$ cat src/rtl/div_unit_pkg.sv
// div_unit_pkg: divider FSM encodings, ALU control codes and divide-by-zero quotient.
package div_unit_pkg;
   typedef enum logic [1:0] {
      DIV_IDLE = 2'd0,
      DIV_ON   = 2'd1,
      DIV_DONE = 2'd2
   } div_state_e;
   localparam logic [3:0]  DIV_CONTROL   = 4'b1010;
   localparam logic [3:0]  DIVU_CONTROL  = 4'b1011;
   localparam logic [31:0] DIV_ZERO_QUOT = '1;
endpackage

$ cat src/rtl/div_unit_if.sv
// div_unit_if: operand/handshake bundle between EX stage (master) and the divider (slave).
interface div_unit_if #(parameter int DATA_W = 32);
   logic [DATA_W-1:0]   a;
   logic [DATA_W-1:0]   b;
   logic                signed_div;
   logic                start;
   logic                annul;
   logic                stall_req;
   logic                ready;
   logic [2*DATA_W-1:0] result;
   modport master (output a, b, signed_div, start, annul, input stall_req, ready, result);
   modport slave  (input a, b, signed_div, start, annul, output stall_req, ready, result);
endinterface

$ cat src/rtl/div_unit.sv
// div_unit: radix-2 restoring DIV/DIVU, one quotient bit per cycle, result {HI=rem, LO=quot}.
module div_unit
   import div_unit_pkg::*;
#(
   parameter int DATA_W = 32
) (
   input  logic       clk,
   input  logic       rst,
   div_unit_if.slave  bus_io
);
   localparam int CW = $clog2(DATA_W);
   div_state_e          state_q, state_d;
   logic [CW-1:0]       cnt_q, cnt_d;
   logic [DATA_W-1:0]   rem_q, rem_d, dvd_q, dvd_d, dvs_q, dvs_d, quot, remv;
   logic                negq_q, negq_d, negr_q, negr_d;
   logic [2*DATA_W-1:0] res_q, res_d, fixed;
   logic [DATA_W:0]     shl, trial;
   logic                zero, sa, sb;
   function automatic logic [DATA_W-1:0] mag(input logic [DATA_W-1:0] x, input logic s);
      return (s && x[DATA_W-1]) ? -x : x;
   endfunction
   // One extra bit on the shifted remainder makes the trial borrow explicit.
   assign shl   = {rem_q, dvd_q[DATA_W-1]};
   assign trial = shl - {1'b0, dvs_q};
   assign quot  = negq_q ? -dvd_q : dvd_q;
   assign remv  = negr_q ? -rem_q : rem_q;
   assign fixed = {remv, quot};
   assign zero  = bus_io.b == '0;
   assign sa    = bus_io.signed_div && bus_io.a[DATA_W-1];
   assign sb    = bus_io.signed_div && bus_io.b[DATA_W-1];
   assign bus_io.ready     = state_q == DIV_DONE && !bus_io.annul;
   assign bus_io.result    = bus_io.ready ? fixed : res_q;
   assign bus_io.stall_req = (state_q == DIV_IDLE && bus_io.start && !bus_io.annul) || state_q == DIV_ON;
   always_comb begin
      state_d = state_q;
      cnt_d   = cnt_q;
      rem_d   = rem_q;
      dvd_d   = dvd_q;
      dvs_d   = dvs_q;
      negq_d  = negq_q;
      negr_d  = negr_q;
      res_d   = res_q;
      case (state_q)
         DIV_IDLE: if (bus_io.start && !bus_io.annul) begin
            // Divide-by-zero bypasses ON with fix-up disabled so DONE emits {a, all-ones}.
            rem_d   = zero ? bus_io.a : '0;
            dvd_d   = zero ? '1 : mag(bus_io.a, bus_io.signed_div);
            dvs_d   = mag(bus_io.b, bus_io.signed_div);
            negq_d  = !zero && (sa ^ sb);
            negr_d  = !zero && sa;
            cnt_d   = '0;
            state_d = zero ? DIV_DONE : DIV_ON;
         end
         DIV_ON: if (bus_io.annul) begin
            state_d = DIV_IDLE;
         end else begin
            rem_d   = trial[DATA_W] ? shl[DATA_W-1:0] : trial[DATA_W-1:0];
            dvd_d   = {dvd_q[DATA_W-2:0], ~trial[DATA_W]};
            cnt_d   = cnt_q + 1'b1;
            state_d = cnt_q == CW'(DATA_W - 1) ? DIV_DONE : DIV_ON;
         end
         DIV_DONE: begin
            state_d = DIV_IDLE;
            res_d   = bus_io.annul ? res_q : fixed;
         end
         default: state_d = DIV_IDLE;
      endcase
   end
   always_ff @(posedge clk) begin
      if (rst) begin
         state_q <= DIV_IDLE;
         cnt_q   <= '0;
         rem_q   <= '0;
         dvd_q   <= '0;
         dvs_q   <= '0;
         negq_q  <= 1'b0;
         negr_q  <= 1'b0;
         res_q   <= '0;
      end else begin
         state_q <= state_d;
         cnt_q   <= cnt_d;
         rem_q   <= rem_d;
         dvd_q   <= dvd_d;
         dvs_q   <= dvs_d;
         negq_q  <= negq_d;
         negr_q  <= negr_d;
         res_q   <= res_d;
      end
   end
endmodule
$ cat src/flat_wrapper.sv
// flat-port wrapper written by rule: the top's interface ports become plain ports
module div_unit_flat import div_unit_pkg::*;
#(
   parameter int DATA_W = 32
)
  (clk, rst, bus_io_a, bus_io_b, bus_io_signed_div, bus_io_start, bus_io_annul, bus_io_stall_req, bus_io_ready, bus_io_result);
  div_unit_if #(.DATA_W(DATA_W)) bus_io_i ();
  input  logic clk;
  input  logic rst;
  input wire logic [$bits(bus_io_i.a)-1:0] bus_io_a;
  input wire logic [$bits(bus_io_i.b)-1:0] bus_io_b;
  input wire logic [$bits(bus_io_i.signed_div)-1:0] bus_io_signed_div;
  input wire logic [$bits(bus_io_i.start)-1:0] bus_io_start;
  input wire logic [$bits(bus_io_i.annul)-1:0] bus_io_annul;
  output wire logic [$bits(bus_io_i.stall_req)-1:0] bus_io_stall_req;
  output wire logic [$bits(bus_io_i.ready)-1:0] bus_io_ready;
  output wire logic [$bits(bus_io_i.result)-1:0] bus_io_result;
  assign bus_io_i.a = bus_io_a;
  assign bus_io_i.b = bus_io_b;
  assign bus_io_i.signed_div = bus_io_signed_div;
  assign bus_io_i.start = bus_io_start;
  assign bus_io_i.annul = bus_io_annul;
  assign bus_io_stall_req = bus_io_i.stall_req;
  assign bus_io_ready = bus_io_i.ready;
  assign bus_io_result = bus_io_i.result;
  div_unit #(.DATA_W(DATA_W)) u_core (.clk(clk), .rst(rst), .bus_io(bus_io_i));
endmodule
$ cat config.mk
export PLATFORM = sky130hd
export DESIGN_NAME = div_unit_flat
export DESIGN_NICKNAME = d
export VERILOG_FILES = /design/src/rtl/div_unit_pkg.sv /design/src/rtl/div_unit_if.sv /design/src/rtl/div_unit.sv /design/src/flat_wrapper.sv
export SDC_FILE = /design/constraint.sdc
export NUM_CORES = 1
export LEC_CHECK = 0
export CAP_MARGIN = 15
export CORE_MARGIN = 2
export CORE_UTILIZATION = 45
export DETAILED_ROUTE_END_ITERATION = 8
export PLACE_DENSITY = 0.64
export SLEW_MARGIN = 15
export SYNTH_ARGS = -nofsm -noshare
export SYNTH_HDL_FRONTEND = slang
export SYNTH_SLANG_ARGS = --single-unit
$ cat constraint.sdc
create_clock -name clk -period 4.16 [get_ports clk]
set_input_delay 0.832 -clock clk [delete_from_list [all_inputs] [get_ports clk]]
set_output_delay 0.832 -clock clk [all_outputs]
set_load 0.01 [all_outputs]
==> flow_summary.ini, run 1 <==
[synth]
synth_common_cells = 169 x dfxtp_1, 158 x nand2_1, 116 x o21ai_0, 95 x a21oi_1, 95 x nor2_1
yosys-top-cells-area = dfxtp_1 30%, xor2_1 7.0%, nand2_1 5.3%, o21ai_0 5.2%, a21oi_1 4.2%
yosys_warnings = 0
synth.top_cell.area_share_pct = 30.23
syn-num-nets = 1541
synth_seq_cells = 169
netlist_area_mm2 = 0.01119
ys_types = 67
syn_area_per_cell_um2 = 7.809
synth_edf_count = 0
ys.flop_type = dfxtp_1
synth.most_common_cell = dfxtp_1
synthCells = 1433
async_flop_share_pct = 0
ys_seq_area_share_pct = 30.23
yosysTopAreaCell = dfxtp_1

[pwr]
p_leak_nw = 5.437
power.density_mw_per_mm2 = 303.7
finalPower_mw = 4.294
vdd_drop_max_v = 0.0001954

[layout]
final-instance-count-excl-fill = 1927
flow.area_growth_from_synthesis_pct = 26.36
insertedDiodeCount = 0
layout-drive-gt1-share_pct = 12.29
design_area_mm2 = 0.01414
nFillCells = 2286
postLayoutCoreUtil_pct = 57.98
nets = 1698

[clocking]
cts_made_buffers = 17
cts_root_buf = clkbuf_16
htreeDepth = 4
insertion_delay_ns = 0.44
hold_buffers = 0
clock-sinks = 169
clkSlewWorstSetupHoldPaths_ns = 0.07
cts_tree = built
cts.path.max_buffers = 2

[floorplanning]
start_util_pct = 45.88
core_mm2 = 0.02439
die_w_um = 161.7
rows = 57
num_io_pins = 135
die_y_um = 161.7
die_area_mm2 = 0.02615

[worst_setup_path]
end_kind = output pin
arrival_ns = 3.44
crit_fanout = 3
startpoint_type = register
critical_path_class = register to output pin
required_ns = 3.33

[timing]
finClkSkew_ns = 0.009703
setup-violations-final = 5
layout_setup_ws_ns = -0.1165
rsz0062_at_grt = yes
maxSlewViolCount = 0
whs_ns = 0.4531
worstMarginPinSlew_ns = 1.060
finalHoldViolCount = 0
period_needed_ns = 4.276
max-slew-margin-rel_pct = 29.31
max_freq_mhz = 233.8
finalSetupTns_ns = -0.4227
post-route-period-util_pct = 102.8

[place]
post-place-cells = 1878
hpwl_um = 25910
placed_cell_area_mm2 = 0.01324
place_congestion = 0.9823
dp_slack_ns = -0.08319
port_buffers = 134

[run_status]
violations = setup timing
run_status = complete, but fails checks

[route]
avgRoutedWirePerCell_um = 18.12
drtIter0Drc = 1083
drt_pre_antenna_iters = 5
wl_um = 34910
postRouteAntennaNets = 0
drc = 0
vias_per_cell = 5.721
dr_total_vias = 11020

[global_route]
grt_max_degree = 89
grt_pass1_wl_um = 54840
grt_pass1_vias = 10090
grt_overflow = 0
antenna_found_initial = 0
grt_usage_pct = 26.41

[min_path]
hold_path.class = register to register

[job]
cap_violations = 0
[critical path, stage by stage, from the launching register on]
cell and delay, ns:
dfxtp_2 0.33, buf_6 0.11, or4_4 0.53, or4_4 0.44, or4_4 0.46, nand2b_4 0.18, o21ai_4 0.20, buf_6 0.13
nand3_2 0.06, xor2_1 0.17, mux2_4 0.28, buf_6 0.12
[sequential cells by signal, indices dropped and copies added, names as in the netlist]
signal,flops
u_core.negq_q,1
u_core.rem_q,32
u_core.dvs_q,32
u_core.dvd_q,32
u_core.state_q,2
u_core.negr_q,1
u_core.res_q,64
u_core.cnt_q,5
[worst paths after layout]
check	start	endpoint	slack, ns	cells past startpoint
worst max register to register	u_core.dvd_q[31]	u_core.rem_q[10]	0.29	13
worst min register to register	u_core.dvs_q[31]	u_core.dvs_q[31]	0.45	2
worst min-delay path	u_core.dvs_q[31]	u_core.dvs_q[31]	0.45	2
worst max-delay path	u_core.dvd_q[0]	bus_io_result[29]	-0.12	11
[cells in the final DEF (no fill, tap or decap), types with 10 or more instances in the layout]
| cell type | Yosys | routed |
|---|---|---|
| or3_1 | 22 | 20 |
| nand3_1 | 23 | 19 |
| nor2_1 | 95 | 95 |
| o21ai_1 | 6 | 20 |
| a22oi_1 | 29 | 29 |
| a211oi_1 | 29 | 29 |
| o21ai_0 | 116 | 100 |
| buf_4 | 0 | 78 |
| o41ai_1 | 14 | 11 |
| nand2_1 | 158 | 156 |
| dfxtp_1 | 169 | 167 |
| clkdlybuf4s50_1 | 0 | 104 |
| a21o_1 | 10 | 10 |
| nor3_1 | 23 | 22 |
| a31oi_1 | 15 | 15 |
| mux2i_1 | 29 | 29 |
| clkbuf_16 | 0 | 17 |
| a21oi_1 | 95 | 93 |
| or4_1 | 14 | 10 |
| nand2b_1 | 12 | 12 |
| xor2_1 | 90 | 89 |
| buf_6 | 0 | 10 |
| o31ai_1 | 28 | 24 |
| ha_1 | 38 | 37 |
| o22ai_1 | 24 | 24 |
| xnor2_1 | 49 | 48 |
| o221ai_1 | 31 | 31 |
| inv_1 | 57 | 55 |
| nor2b_1 | 71 | 71 |
[where the power goes]
part           internal (mW)  leakage [nW]  switching, mW  total, mW
Sequential              1.67          1.37         0.0588       1.73
Clock                  0.856         0.277          0.730       1.59
Combinational          0.424          3.79          0.556      0.980
[repair_timing]
item / in CTS / in global routing
pin swaps: 12 / 14
buffers inserted: 9 / 8
endpoints found under the setup margin: 29 / 25
resized for setup: 112 / 26
[metal layers]
layer,global-route usage (%),vias up,share of wire (%)
met5,0,-,0
met2,41.12,354,44
met4,8.970,0,2.6
met1,38.08,5143,48
met3,2.911,40,5.3
li1,-,5487,-
[cells by family (layout without fill, tap and decap cells)]
group                      Yosys count  after routing  share of synthesized area, %
adders and majority gates           39             39                         4.428
buffers and inverters              141            311                         4.785
and+or+nand+nor                    465            465                         20.75
AOI/OAI and AO/OA                  444            444                         25.59
muxes                               36             36                         3.332
xor gates and xnor gates           139            139                         10.88
DFF                                169            169                         30.23
[final cells by class]
class | count | area (um2) | share of cell area, %
Multi-Input combinational cell | 1123 | 7528 | 53.24
Timing Repair Buffer | 221 | 2029 | 14.35
Clock inverter | 13 | 131.4 | 0.9290
Tap cell | 324 | 405.4 | 2.867
Inverter | 58 | 217.7 | 1.540
Clock buffer | 19 | 442.9 | 3.132
Sequential cell | 169 | 3386 | 23.94
(Power assumes the default switching activity.)
==> inputs of run 2 (changes only) <==
--- a/config.mk
+++ b/config.mk
@@ -5,7 +5,7 @@
 export SDC_FILE = /design/constraint.sdc
 export NUM_CORES = 1
 export LEC_CHECK = 0
-export CAP_MARGIN = 15
+export CAP_MARGIN = 20
 export CORE_MARGIN = 2
 export CORE_UTILIZATION = 45
 export DETAILED_ROUTE_END_ITERATION = 8
==> results of run 2 <==
Same layout as run 1: the final DEF is identical, and so are final timing and power.
